==> src/rtl/speed_pkg.sv <==
// Speed-mode encodings shared by the speed controller and the display read-out.
package speed_pkg;

    localparam int unsigned SPEED_W = 2;

    typedef logic [SPEED_W-1:0] speed_t;

    localparam speed_t SPD_SLOW = 2'd0;
    localparam speed_t SPD_MED  = 2'd1;
    localparam speed_t SPD_FAST = 2'd2;
    localparam speed_t SPD_MAX  = 2'd3;

    function automatic int unsigned max4(input int unsigned a, input int unsigned b,
                                         input int unsigned c, input int unsigned d);
        int unsigned m;
        m = a;
        if (b > m) m = b;
        if (c > m) m = c;
        if (d > m) m = d;
        return m;
    endfunction

endpackage

==> src/rtl/btn_debouncer.sv <==
// Synchronises an active-low button, debounces it, and pulses once per accepted press.
module btn_debouncer #(
    parameter int unsigned DB_CYCLES = 500000
) (
    input  logic clk_i,
    input  logic rst_ni,
    input  logic btn_ni,
    output logic press_o
);

    localparam int unsigned DbW = $clog2(DB_CYCLES + 1);
    localparam logic [DbW-1:0] DbLast = DbW'(DB_CYCLES - 1);

    logic           sync1_q, sync2_q;
    logic           level_q, level_d;
    logic [DbW-1:0] db_cnt_q, db_cnt_d;
    logic           press_q, press_d;

    // Any run of differing samples shorter than DB_CYCLES restarts the count.
    always_comb begin
        level_d  = level_q;
        db_cnt_d = '0;
        press_d  = 1'b0;
        if (sync2_q != level_q) begin
            if (db_cnt_q == DbLast) begin
                level_d = sync2_q;
                press_d = sync2_q;
            end else begin
                db_cnt_d = db_cnt_q + DbW'(1);
            end
        end
    end

    always_ff @(posedge clk_i or negedge rst_ni) begin
        if (!rst_ni) begin
            sync1_q  <= 1'b0;
            sync2_q  <= 1'b0;
            level_q  <= 1'b0;
            db_cnt_q <= '0;
            press_q  <= 1'b0;
        end else begin
            sync1_q  <= ~btn_ni;
            sync2_q  <= sync1_q;
            level_q  <= level_d;
            db_cnt_q <= db_cnt_d;
            press_q  <= press_d;
        end
    end

    assign press_o = press_q;

endmodule

==> src/rtl/debounced_speed_ctrl.sv <==
// Button-stepped speed mode with a single-clock count-enable tick at the selected period.
module debounced_speed_ctrl
    import speed_pkg::*;
#(
    parameter int unsigned DB_CYCLES = 500000,
    parameter int unsigned DIV0      = 50000000,
    parameter int unsigned DIV1      = 25000000,
    parameter int unsigned DIV2      = 12500000,
    parameter int unsigned DIV3      = 6250000
) (
    input  logic               clk,
    input  logic               reset,
    input  logic               btn,
    output logic [SPEED_W-1:0] speed_sel,
    output logic               press,
    output logic               tick
);

    localparam int unsigned DivMax = max4(DIV0, DIV1, DIV2, DIV3);
    localparam int unsigned CntW   = $clog2(DivMax + 1);

    localparam logic [CntW-1:0] Term0 = CntW'(DIV0 - 1);
    localparam logic [CntW-1:0] Term1 = CntW'(DIV1 - 1);
    localparam logic [CntW-1:0] Term2 = CntW'(DIV2 - 1);
    localparam logic [CntW-1:0] Term3 = CntW'(DIV3 - 1);

    speed_t          speed_q, speed_d;
    logic [CntW-1:0] div_cnt_q, div_cnt_d;
    logic [CntW-1:0] term;
    logic            press_w;

    btn_debouncer #(
        .DB_CYCLES (DB_CYCLES)
    ) u_btn_debouncer (
        .clk_i   (clk),
        .rst_ni  (reset),
        .btn_ni  (btn),
        .press_o (press_w)
    );

    always_comb begin
        term = Term0;
        unique case (speed_q)
            SPD_SLOW: term = Term0;
            SPD_MED:  term = Term1;
            SPD_FAST: term = Term2;
            SPD_MAX:  term = Term3;
            default:  term = Term0;
        endcase
    end

    assign tick = (div_cnt_q == term);

    // A mode change restarts the period; a tick in the same cycle still completes the old one.
    always_comb begin
        speed_d   = speed_q;
        div_cnt_d = div_cnt_q + CntW'(1);
        if (press_w) begin
            speed_d   = speed_q + SPEED_W'(1);
            div_cnt_d = '0;
        end else if (tick) begin
            div_cnt_d = '0;
        end
    end

    always_ff @(posedge clk or negedge reset) begin
        if (!reset) begin
            speed_q   <= SPD_SLOW;
            div_cnt_q <= '0;
        end else begin
            speed_q   <= speed_d;
            div_cnt_q <= div_cnt_d;
        end
    end

    assign speed_sel = speed_q;
    assign press     = press_w;

endmodule

==> config.mk <==
export PLATFORM = sky130hd
export DESIGN_NAME = debounced_speed_ctrl
export DESIGN_NICKNAME = d
export VERILOG_FILES = /design/src/rtl/speed_pkg.sv /design/src/rtl/btn_debouncer.sv /design/src/rtl/debounced_speed_ctrl.sv
export SDC_FILE = /design/constraint.sdc
export NUM_CORES = 1
export LEC_CHECK = 0
export ABC_AREA = 1
export BUFFER_PORTS_ARGS = -buffer_cell sky130_fd_sc_hd__buf_4
export CORE_MARGIN = 2
export CORE_UTILIZATION = 30
export DETAILED_ROUTE_END_ITERATION = 8
export PLACE_DENSITY_LB_ADDON = 0.08
export SLEW_MARGIN = 20
export SYNTH_ARGS = -nofsm -noshare
export SYNTH_HDL_FRONTEND = slang
export SYNTH_SLANG_ARGS = --single-unit
==> constraint.sdc <==
create_clock -name clk -period 3.3 [get_ports clk]
set_input_delay 0.165 -clock clk [delete_from_list [all_inputs] [get_ports clk]]
set_output_delay 0.165 -clock clk [all_outputs]
set_load 0.01 [all_outputs]
Yosys cells after proc, flatten, opt, wreduce, memory -nomap -nowiden
Cells that the tools add are included.
{"block": "totals", "register_bits": 51, "output_inout_bits": 4, "elab_cells": 26}
{"block": "op_classes", "eq_ne": 6, "add_sub_neg": 3, "n_mux": 7, "bitwise_logic": 1, "n_reduce_logical": 2}
{"op": "$pmux 26 s4", "count": 1}
{"op": "$mux 26", "count": 2}
{"op": "$mux 19", "count": 2}
{"op": "$add 26x1->26 const B", "count": 1}
{"op": "$eq 26x26->1", "count": 1}
{"op": "$add 19x1->19 const B", "count": 1}
{"op": "$eq 19x19->1 const B", "count": 1}
{"op": "$eq 2x2->1 const B", "count": 2}
{"op": "$add 2x1->2 const B", "count": 1}
{"op": "$eq 2x1->1 const B", "count": 1}
{"op": "$logic_not 2->1", "count": 1}
{"op": "$mux 1", "count": 2}
{"op": "$reduce_and 2->1", "count": 1}
{"op": "$ne 1x1->1", "count": 1}
{"op": "$not 1->1", "count": 1}

Logic depth before layout (Yosys ltp)
Gate-level depths: netlist (run 1).
{"block": "logic_depth", "depth_word": 5, "mapped_depth": 13}

Cells and area by module
From an unflattened synthesis (run 1), not the netlist that was laid out.
{"block": "hier_totals", "cells_unflattened": 410, "area_unflattened_um2": 3104.2}
{"module": "debounced_speed_ctrl", "instances": 1, "cells_each": 260, "seq_area_each_um2": 700.7, "area_each_um2": 1876.8}
{"module": "btn_debouncer", "instances": 1, "cells_each": 150, "seq_area_each_um2": 575.6, "area_each_um2": 1227.4}

Worst setup path after synthesis (run 1)
OpenSTA, ideal clock, no wires.
{"block": "synth_path", "path_kind": "register to register", "start": "register speed_q[0] (netlist: speed_sel[0])", "end": "register div_cnt_q[6]", "stages_incl_launch_ff": 14, "synth_period_minus_slack_ns": 1.803, "slack_ns": 1.497, "t_required_ns": 3.179, "arrival_ns": 1.683, "cell_sequence": "dfrtp_1 > inv_1 > ha_1 > inv_2 > nor2_1 > nor2_1 > nand2_1 > nor2_1 > nand2_1 > nor2_2 > nand2_2 > nand2_4 > buf_12 > nor2_2"}
{"block": "synth_via", "elab_chain_cells": 5, "word_cells_on_any_way": 8}
{"element": "start: declaration", "line_no": "debounced_speed_ctrl.sv:27", "source": "speed_t speed_q, speed_d;"}
{"element": "start signal: assignment", "line_no": "debounced_speed_ctrl.sv:71", "source": "speed_q <= speed_d;"}
{"element": "$eq 2x2->1 (tied with other cells)", "line_no": "debounced_speed_ctrl.sv:43", "source": "unique case (speed_q)"}
{"element": "$pmux 26 s4 (*)", "line_no": "debounced_speed_ctrl.sv:43"}
{"element": "$eq 26x26->1 (*)", "line_no": "debounced_speed_ctrl.sv:52", "source": "assign tick = (div_cnt_q == term);"}
{"element": "$mux 26 (*)", "line_no": "debounced_speed_ctrl.sv:61", "source": "end else if (tick) begin"}
{"element": "$mux 26 (*)", "line_no": "debounced_speed_ctrl.sv:58", "source": "if (press_w) begin"}
{"element": "named net div_cnt_d[6]", "line_no": "debounced_speed_ctrl.sv:28", "source": "logic [CntW-1:0] div_cnt_q, div_cnt_d;"}
{"element": "end signal: assignment", "line_no": "debounced_speed_ctrl.sv:72", "source": "div_cnt_q <= div_cnt_d;"}
{"element": "end: declaration", "line_no": "debounced_speed_ctrl.sv:28"}
Mark *: on every way through the listed nets, which the timed path passes. The rest lies on a longest branch. The select of a mux whose other input is x is not followed.
A chain may end at the register's enable or synchronous reset.

Worst setup path in the final report (run 1)
{"block": "layout_path", "start": "register speed_q[0] (netlist: speed_sel[0])", "end": "output port tick"}
{"block": "layout_via", "elab_chain_cells": 3, "word_cells_on_any_way": 6}
{"element": "$eq 2x2->1 (tied with other cells)", "line_no": "debounced_speed_ctrl.sv:43"}
{"element": "$pmux 26 s4 (*)", "line_no": "debounced_speed_ctrl.sv:43"}
{"element": "$eq 26x26->1 (*)", "line_no": "debounced_speed_ctrl.sv:52"}
{"element": "end: declaration", "line_no": "debounced_speed_ctrl.sv:16", "source": "output logic tick"}
Mark *: on every way between the ends. The rest lies on a longest branch, timed or not. The select of a mux whose other input is x is not followed.

==> summary.md, run 1 <==
| Metric | Value |
|---|---|
| Commonest non-fill, non-tap cell in the layout | nand2_1 |
| DPL Wire Length | ~5.2 mm |
| Number of synthesized register bits | 51 |
| Setup TNS | 0 ns |
| Max clock buf depth | 2 |
| WP data required | ~3.1 ns |
| WHS | about 0.36 ns |
| Worst-Skew Late Latency | between 0.3 and 0.4 ns |
| Most frequent cells in the layout | nand2_1, nor2_1, dfrtp_1 |
| Number of I/O port buffers | 6 |
| Worst rel slew slack | 0.5406 |
| Fill cells | around 1,100 |
| Hold Vio Cnt, Final | 0 |
| Final Max Tran Viols | 0 |
| Layout Nets | 430 |
| Kind of critical path | reg2out |
| Post-Route WL | approximately 7.0 mm |
| Starting Density | 0.3105 |
| Critical Path Source Type | flip-flop |
| Initial DRC count | 79 |
| I/O pin total | 7 |
| Max FO, Critical Path | 7 |
| DR WL/cell | approximately 13 µm |
| Vert. Die Dim | ~100 µm |
| Yosys top cell by area | dfrtp_1 |
| Antenna-violating nets left | 0 |
| First drt pass iteration count | 6 |
| Gr usage total | 0.1413 |
| Tmin final | 2.208 ns |
| Max_cap viols | 0 |
| CTS Root Cell | clkbuf_8 |
| Synth Cell Area | 3049 µm² |
| Die area | roughly 11,000 µm² |
| RSZ-0062 raised after global routing | false |
| PnR worst setup slack | between 1 and 1.5 ns |
| Final-report setup violation count | 0 |
| Max Freq | around 450 MHz |
| Sequential Area | ~1300 µm² |
| Routability Congestion | 0.8695 |
| Synth top area share | 0.4185 |
| Tcrit/Tclk final | 0.6690 |
| CTS clock-pin slew for the worst setup and hold paths | about 0.10 ns |
| Area Overhead vs Synth | 11.04% |
| Pwr/cell area | ~350 nW/µm² |
| Initial antenna violation count | 0 |
| Syn Area/Cell | 7.510 µm² |
| Area of the multi-input gates | 1546 µm² |
| Final antenna diode count | 0 |
| Global-route wire length before repair | 12.61 mm |
| Ranking of synthesized cells by area | dfrtp_1, nand2_1, nor2_1 |
| Via density | around 4.4 |
| Sequential area share after synthesis | 0.4185 |
| Final instance area | approximately 3400 µm² |
| Static Leak | around 1.5 nW |
| Run status | finished clean |
| Largest net degree at the start of global routing | 52 |
| DP Worst Slack | between 1 and 1.5 ns |
| Crit end category | primary output |
| Mapped Cells | 406 |
| Layout cells sized above 1 | 0.1024 |
| Yosys warns | 0 |
| Buffer count from post-CTS setup fixing | 0 |
| Critical path arrival | a little over 2 ns |
| H-tree Lvls | 2 |
| Cts bufs inserted | 5 |
| Die Wd | 104.8 µm |
| Final Util | 0.3448 |
| Synth Net Count | 417 |
| # clock sinks | a little over 50 |
| # DRC | 0 |
| Netlist cell types | 31 |
| TritonCTS clock tree | done |
| Grt ovf | 0 |
| Worst hold-check path type | reg2reg |
| Clk_skew | 0.008373 ns |
| Peak supply drop | roughly 160 µV |
| Placed instance area | 3229 µm² |
| Total core area | approximately 9800 µm² |
| Vias in the first global route | around 2,600 |
| Core Rows | 36 |
| Routed vias | between 2,000 and 2,500 |
| Worst-margin pin slew | around 0.7 ns |
registers in the layout, summed over array words and instances, names as in the netlist:
name and cells:
div_cnt_q 26, u_btn_debouncer.db_cnt_q 19, speed_sel 2, u_btn_debouncer.level_q 1, u_btn_debouncer.press_o 1, u_btn_debouncer.sync1_q 1, u_btn_debouncer.sync2_q 1
cell families after synthesis:
kind of cell / synth area share
adder cells (fa/ha/maj): 0.03283
AND/OR/NAND/NOR: 0.3677
XOR/XNOR: 0.07756
AO/OA/AOI/OAI: 0.02914
flip-flops: 0.4185
buffers and inverters: 0.07427
stage by stage:
step,instances,power (mW)
2_1_floorplan,406,0.6516
3_3_place_gp,543,0.6700
3_5_place_dp,543,0.6703
4_1_cts,553,1.205
5_1_grt,553,1.237
6_report,553,1.180
power breakdown:
group | switching (mW) | internal (mW)
logic | 0.0202 | 0.00641
registers | 0.00262 | 0.629
clock network | 0.220 | 0.302
total | 0.242 | 0.937
worst max-delay path, stage by stage, from the launching register on:
cell,delay [ns]
dfrtp_1,0.49
inv_1,0.13
ha_1,0.30
o21ai_0,0.23
nand2_1,0.08
nor2_1,0.11
nand2_1,0.06
nor2_2,0.09
nand2_2,0.08
inv_1,0.06
buf_4,0.11
final cells by class:
class,count,share of cell area
sequential,51,0.3769
clock buffer,5,0.02033
inverter,52,0.05765
timing repair buffer,8,0.01922
tap,133,0.04915
multi-input combinational,301,0.4568
clock inverter,3,0.01996
repair_timing:
item,CTS,global route
resized for setup,0,0
hold endpoints to repair,52,0
hold buffers,2,0
per-layer routing:
layer | vias to the layer above | part of all wire | track usage
met3 | 7 | 0.021 | 0.02308
li1 | 1284 | - | -
met4 | 0 | 0.0093 | 0.04476
met2 | 30 | 0.49 | 0.2500
met1 | 1098 | 0.48 | 0.1748
met5 | - | 0 | 0
cells in the mapped netlist:
cell / instances
nand2_1: 96
nor2_1: 84
dfrtp_1: 51
inv_1: 49
xor2_1: 21
nand3_1: 20
nor2_2: 13
nor3_1: 12
ha_1: 8
nand4_1: 8
nand2_2: 7
o21ai_0: 6
xnor2_1: 6
nand3_2: 3
a21oi_1: 2
a31oi_1: 2
inv_2: 2
nor3b_1: 2
o21bai_1: 2
a211oi_1: 1
buf_12: 1
buf_6: 1
clkinv_1: 1
nand2_4: 1
nand2b_1: 1
nand3b_1: 1
nor2_4: 1
nor3_4: 1
nor3b_2: 1
o22ai_1: 1
o31ai_1: 1
worst paths after layout:
kind	start	end	slack, ns	cells after the start
max	speed_sel[0]	tick	1.09	10
min	u_btn_debouncer.sync1_q	u_btn_debouncer.sync2_q	0.36	0
max reg2reg	speed_sel[0]	div_cnt_q[3]	1.24	10
min reg2reg	u_btn_debouncer.sync1_q	u_btn_debouncer.sync2_q	0.36	0
max in group asynchronous	reset	div_cnt_q[8]	2.39	2
min in group asynchronous	reset	speed_sel[0]	0.43	2
Power figures use the tool's default switching activity.
==> run 2, diff against run 1 <==
clock period = 2 ns   (was 3.3 ns; I/O delays follow)
==> run 2 against run 1 <==
Critical path type unchanged. Core utilization is 1.2 points higher. First-iteration DRC count is 3.8% higher. Setup slack worse by 1.0 ns. Routed wire length is 5.0% higher. Critical path depth is 1 higher. Via count is 3.1% higher. Hold slack worse by 0.0054 ns. Sequential share of layout area is 1.3 points lower. Design area is 3.5% higher.
==> summary.md, run 2 (synthesis results as in run 1) <==
| Metric | Value |
|---|---|
| Run status | finished clean |
| TritonCTS clock tree | done |
| # clock sinks | 51 (unchanged) |
| Commonest non-fill, non-tap cell in the layout | nand2_1 |
| Max FFs per register | 26 (unchanged) |
| Placed instance area | 3284 µm² (+1.7%) |
| Max clock buf depth | 2 (unchanged) |
| R2R setup slack | 0.24 ns (-1.00 ns) |
| Critical path arrival | 1.81 ns (-0.23 ns) |
| Initial DRC count | 82 (+3.8%) |
| Max Freq | between 500 and 600 MHz |
| Area of the multi-input gates | 1592 µm² (+2.9%) |
| Final Util | 0.3570 (+0.01223) |
| Clk_skew | 0.007257 ns (-0.001117 ns) |
| Max FO, Critical Path | 6 (-1) |
| WHS | 0.3544 ns (-0.005441 ns) |
| Layout Nets | 438 (+1.9%) |
| DR WL/cell | 13.13 µm (+3.5%) |
| Die area | 10,990 µm² (unchanged) |
| Peak supply drop | 243.3 µV (+54%) |
| Via density | 4.446 (+1.6%) |
| Cts bufs inserted | 5 (unchanged) |
| Initial antenna violation count | 0 (unchanged) |
| Vert. Die Dim | 104.8 µm (unchanged) |
| WP data required | 1.90 ns (-1.23 ns) |
| Worst hold-check path type | in2async |
| Crit-path slowest cell | dfrtp_1 |
| End of the critical path | tick |
| Most frequent cells in the layout | nand2_1, nor2_1, dfrtp_1 |
| Max incr delay on CP | 0.42 ns (-0.07 ns) |
| DPL Wire Length | 5.465 mm (+4.9%) |
| Worst-margin pin slew | 0.6818 ns (-0.007225 ns) |
| Pwr/cell area | 526.7 nW/µm² (+51%) |
| Final std cells w/o fill | 561 (+1.4%) |
| Grt ovf | 0 (unchanged) |
| Global-route wire length before repair | 12.31 mm (-2.4%) |
| Gr usage total | 0.1408 (-0.0004881) |
| Worst r2r path cells | 12 (+2) |
| Vias in the first global route | 2,512 (-2.3%) |
| Die Wd | 104.8 µm (unchanged) |
| I/O pin total | 7 (unchanged) |
| Layout cells sized above 1 | 0.1542 (+0.05182) |
| Crit path top cell by count | inv_2 |
| Routability Congestion | 0.8373 (-3.7%) |
| CTS Root Cell | clkbuf_8 |
| Largest net degree at the start of global routing | 52 (unchanged) |
| Reg2Reg Capture Point | div_cnt_q[21] |
| Worst-Skew Late Latency | 0.31 ns (about the same) |
| Static Leak | 1.543 nW (+2.6%) |
| Fill cells | 1,093 (-1.5%) |
| Max_cap viols | 0 (unchanged) |
| Kind of critical path | reg2out |
| # DRC | 0 (unchanged) |
| Critical Path, Cell by Cell | inv_2, ha_4, buf_4, nor2_1, o21ai_0, nand2_1, nand3_1, nor2_2, nand2_2, inv_2, buf_6 |
| Top reg by flops | div_cnt_q |
| Critical Path Source Type | flip-flop |
| Sequential Area | 1276 µm² (unchanged) |
| Tcrit/Tclk final | 0.9537 |
| Antenna-violating nets left | 0 (unchanged) |
| Placed insts | 547 (+0.74%) |
| Worst rel slew slack | 0.5455 (+0.004817) |
| Final antenna diode count | 0 (unchanged) |
| Core Rows | 36 (unchanged) |
| Area Overhead vs Synth | 14.98% |
| Total power | 1.847 mW (+57%) |
| Total core area | 9819 µm² (unchanged) |
| CTS clock-pin slew for the worst setup and hold paths | 0.10 ns (about the same) |
| Starting Density | 0.3105 (unchanged) |
| Crit end category | primary output |
| Number of I/O port buffers | 6 (unchanged) |
| Final instance area | 3506 µm² (+3.5%) |
| Post-Route WL | 7.368 mm (+5.0%) |
| Final Max Tran Viols | 0 (unchanged) |
| RSZ-0062 raised after global routing | true |
| First drt pass iteration count | 4 (-2) |
| Final-report setup violation count | 0 (unchanged) |
| Worst reg2reg startpoint | speed_sel[1] |
| Hold Vio Cnt, Final | 0 (unchanged) |
| Routed vias | 2,494 (+3.1%) |
| H-tree Lvls | 2 (unchanged) |
| Setup crit start | speed_sel[1] |
| Tmin final | ~1.9 ns |
-- run 2: cell count changes in the layout (fill, tap and decap cells not counted), moves of 2 or more --
| cell | change |
|---|---|
| nor2_2 | +3 |
| inv_2 | +4 |
| nor2_1 | -3 |
| buf_6 | +2 |
| buf_12 | +2 |
| buf_4 | +4 |
| ha_2 | +3 |
| ha_4 | +2 |
| nand2_1 | -2 |
| ha_1 | -5 |
| inv_1 | -5 |
| nand2_2 | +2 |
-- run 2: how the worst min path moves through the flow --
stage / from / endpoint
3_3_place_gp: reset / speed_sel[1]
4_1_cts: u_btn_debouncer.sync1_q / u_btn_debouncer.sync2_q
2_1_floorplan: reset / div_cnt_q[0]
5_1_grt: u_btn_debouncer.sync1_q / u_btn_debouncer.sync2_q
3_5_place_dp: reset / div_cnt_q[25]
6_report: reset / div_cnt_q[10]
-- run 2: where the power goes --
part	internal (mW)	total (mW)	switching (mW)
Sequential	1.04	1.04	0.00440
Combinational	0.0106	0.0433	0.0327
Clock	0.380	0.762	0.382
-- run 2: cell type report --
| type | instances | area share |
|---|---|---|
| Clock inverter | 3 | 0.01356 |
| Multi-Input combinational cell | 301 | 0.4540 |
| Clock buffer | 5 | 0.01963 |
| Inverter | 52 | 0.05639 |
| Sequential cell | 51 | 0.3640 |
| Tap cell | 133 | 0.04747 |
| Timing Repair Buffer | 16 | 0.04497 |
-- run 2: repair_timing --
item,CTS,global route
hold buffers,2,0
pin swaps,0,11
gates resized for setup,1,20
buffers inserted,2,2
hold endpoints to repair,52,0
setup endpoints to repair,1,1
-- run 2: critical path, delay by kind of cell, from the launching register on --
family / cells / cell delay, ns
DFF: 1 / 0.42
and+or+nand+nor: 5 / 0.41
buffers and inverters: 4 / 0.38
adders and majority gates: 1 / 0.20
AOI/OAI and AO/OA: 1 / 0.09
-- run 2: per-stage QoR --
stage           TNS, ns  worst slack [ns]
3_3_place_gp          0            0.1081
2_1_floorplan         0            0.1966
6_report              0           0.09266
4_1_cts               0           0.01088
3_5_place_dp          0           0.09098
5_1_grt        -0.06768          -0.06768
-- run 2: routing by layer --
layer  vias to the layer above  global-route usage  routed length (µm)
li1                       1293                   -                   -
met1                      1147              0.1674                3359
met2                        47              0.2588                3723
met3                         7             0.01934                 184
met4                         0             0.04667                 100
met5                         -                   0                   0
==> run 3, diff against run 2 <==
ABC_AREA = 0   (was 1)
==> run 3 against run 2 <==
The run now ends with negative setup slack left. Design area is 2.3% lower. Combinational power is 11% higher. Clock-buffer cell count stayed put. Sequential power hardly changed. Area after synthesis is 7.6% lower. Hold slack better by 0.0026 ns. Synthesized cell count is 32% lower. Global-route usage is 0.70 points lower. Flip-flop and latch count stayed put. Setup slack worse by 0.23 ns. Clock skew is 0.0069 ns higher. Critical endpoint unchanged.
==> summary.md, run 3 <==
| Metric | Value |
|---|---|
| H-tree Lvls | 2 (unchanged) |
| Max Freq | 467.5 MHz (-11%) |
| Area Overhead vs Synth | 21.63% |
| Run status | finished with violations |
| DPL Wire Length | 4.094 mm (-25%) |
| Post-Route WL | 6.233 mm (-15%) |
| Hold Vio Cnt, Final | 0 (unchanged) |
| Most frequent cells in the layout | dfrtp_1, buf_4, nor2_1 |
| Initial antenna violation count | 0 (unchanged) |
| Crit end category | primary output |
| Final Max Tran Viols | 0 (unchanged) |
| Largest net degree at the start of global routing | 52 (unchanged) |
| DR WL/cell | 14.67 µm (+12%) |
| Worst rel slew slack | 0.5450 (about the same) |
| Layout cells sized above 1 | 0.2420 (+0.08783) |
| RSZ-0062 raised after global routing | true |
| TritonCTS clock tree | done |
| Final Util | 0.3743 (+0.01726) |
| Static Leak | 1.487 nW (-3.6%) |
| Total power | 1.728 mW (-6.4%) |
| Commonest non-fill, non-tap cell in the layout | dfrtp_1 |
| Total core area | 9153 µm² (-6.8%) |
| Main synth FF type | dfrtp_1 |
| Worst-margin pin slew | 0.6825 ns (+0.0006480 ns) |
| Number of synthesized register bits | 51 (unchanged) |
| Placed instance area | 3153 µm² (-4.0%) |
| Max clock buf depth | 2 (unchanged) |
| CTS clock-pin slew for the worst setup and hold paths | 0.10 ns (about the same) |
| Clk_skew | 0.01420 ns (+0.006945 ns) |
| Global-route wire length before repair | 10.69 mm (-13%) |
| Worst-Skew Late Latency | 0.31 ns (about the same) |
| # clock sinks | 51 (unchanged) |
| Yosys top cell by area | dfrtp_1 |
| First drt pass iteration count | 4 (unchanged) |
| Sequential area share after synthesis | 0.4531 (+0.03458) |
| Core Rows | 35 (-2.8%) |
| Die area | 10,180 µm² (-7.3%) |
| Synth Net Count | 288 (-31%) |
| Final antenna diode count | 0 (unchanged) |
| CTS Root Cell | clkbuf_8 |
| Failing checks | negative setup slack |
| Vias in the first global route | 2,155 (-14%) |
| Gr usage total | 0.1338 (-0.006998) |
| Routed vias | 2,025 (-19%) |
| Via density | 4.765 (+7.2%) |
| Ranking of synthesized cells by area | dfrtp_1, xor2_1, xnor2_1 |
| Initial DRC count | 67 (-18%) |
| Max FO, Critical Path | 6 (unchanged) |
| Number of I/O port buffers | 6 (unchanged) |
| Antenna-violating nets left | 0 (unchanged) |
| Pwr/cell area | 504.3 nW/µm² (-4.3%) |
| Tmin final | 2.139 ns (+0.2315 ns) |
| PnR worst setup slack | -0.1388 ns (-0.2315 ns) |
| WP data required | 1.90 ns (about the same) |
| Critical Path Source Type | flip-flop |
| Peak supply drop | 244.6 µV (+0.55%) |
| WHS | 0.3571 ns (+0.002604 ns) |
| Mapped Cells | 277 (-32%) |
| Max_cap viols | 0 (unchanged) |
| Routability Congestion | 0.7210 (-14%) |
| Tcrit/Tclk final | 1.069 (+0.1157) |
| Synth Cell Area | 2816 µm² (-7.6%) |
| Netlist cell types | 44 (+42%) |
| Most common cell in the synthesized netlist | dfrtp_1 |
| Yosys warns | 0 (unchanged) |
| Syn Area/Cell | 10.17 µm² (+35%) |
| DP Worst Slack | -0.1309 ns (-0.2218 ns) |
| Layout Nets | 324 (-26%) |
| Die Wd | 100.9 µm (-3.7%) |
| Top reg by flops | div_cnt_q |
| Vert. Die Dim | 100.9 µm (-3.7%) |
| Number of synthesized flops with an enable pin | 0 (unchanged) |
| Max FFs per register | 26 (unchanged) |
| # DRC | 0 (unchanged) |
| Kind of critical path | reg2out |
| Cts bufs inserted | 5 (unchanged) |
| Final instance area | 3426 µm² (-2.3%) |
| Ys async rst share | 1.000 (unchanged) |
| Synth top area share | 0.4531 (+0.03458) |
| Critical path arrival | 2.04 ns (+0.23 ns) |
| Starting Density | 0.3077 (-0.002801) |
| Worst hold-check path type | in2async |
| Synth top cells by count | dfrtp_1, nor2_1, nor3_1, xor2_1, xnor2_1 |
| Final-report setup violation count | 25 (+25) |
| I/O pin total | 7 (unchanged) |
| Grt ovf | 0 (unchanged) |
run 3: changes by cell type after synthesis, moves of 7 or more:
cell / delta
nor2_2: -13
xnor2_1: +15
nor2_1: -50
nand2_2: -7
inv_1: -42
nand2_1: -79
nor3_1: +14
run 3: kinds of logic (layout without fill, tap and decap cells):
kind of cell               count (synthesis)  after routing  synth area share
AOI/OAI and AO/OA                         11             11           0.02621
xor gates and xnor gates                  46             46            0.1430
adders and majority gates                  8              8           0.03554
buffers and inverters                     19             56           0.05420
DFF                                       51             51            0.4531
muxes                                      1              1          0.003998
and+or+nand+nor                          141            141            0.2839
run 3: per-layer routing:
| layer | vias to the layer above | part of all wire | GRT usage |
|---|---|---|---|
| li1 | 1032 | - | - |
| met1 | 979 | 0.50 | 0.1741 |
| met2 | 10 | 0.47 | 0.2282 |
| met3 | 4 | 0.018 | 0.02982 |
| met4 | 0 | 0.0085 | 0.02807 |
| met5 | - | 0 | 0 |
run 3: what timing repair did:
| item | 4_1_cts | 5_1_grt |
|---|---|---|
| hold buffers | 2 | 0 |
| gates cloned | 0 | 1 |
| endpoints found under the setup margin | 25 | 43 |
| endpoints found under the hold margin | 52 | 0 |
| setup buffers | 1 | 1 |
| resized for setup | 8 | 14 |
| pin swaps | 2 | 9 |
run 3: power by group:
group	total, mW	leakage, nW	switching, mW	internal [mW]
Sequential	1.04	0.688	0.00623	1.04
Clock	0.636	0.0489	0.381	0.254
Combinational	0.0482	0.750	0.0332	0.0150
Total	1.73	1.49	0.421	1.31
run 3: stage by stage:
stage	TNS [ns]	std cells
2_1_floorplan	0	277
3_3_place_gp	-2.869	412
4_1_cts	-0.5007	423
6_report	-2.349	425
5_1_grt	-5.543	425
3_5_place_dp	-2.954	412
run 3: path summary, 6_finish.rpt:
| kind | start | endpoint | slack (ns) | cells past startpoint |
|---|---|---|---|---|
| max in group asynchronous | reset | speed_sel[0] | 1.14 | 2 |
| worst max register to register | speed_sel[0] | div_cnt_q[15] | -0.12 | 8 |
| worst min register to register | u_btn_debouncer.sync1_q | u_btn_debouncer.sync2_q | 0.36 | 0 |
| worst min-delay path | reset | u_btn_debouncer.db_cnt_q[17] | 0.36 | 2 |
| worst max-delay path | speed_sel[0] | tick | -0.14 | 7 |
| min in group clk | u_btn_debouncer.sync1_q | u_btn_debouncer.sync2_q | 0.36 | 0 |
run 3: critical path, cell delays in order, from the launching register on:
cell and delay [ns]:
dfrtp_2 0.51, inv_4 0.12, ha_4 0.15, nand3b_1 0.10, or4_4 0.43, o211ai_1 0.11, and4_1 0.20, buf_4 0.12
run 3: layout make-up:
type / instances / area (µm²)
Tap cell: 111 / 138.9
Sequential cell: 51 / 1279
Clock inverter: 3 / 22.52
Timing Repair Buffer: 41 / 367.9
Multi-Input combinational cell: 207 / 1520
Clock buffer: 5 / 68.82
Fill cell: 913 / 5727
Inverter: 7 / 28.78
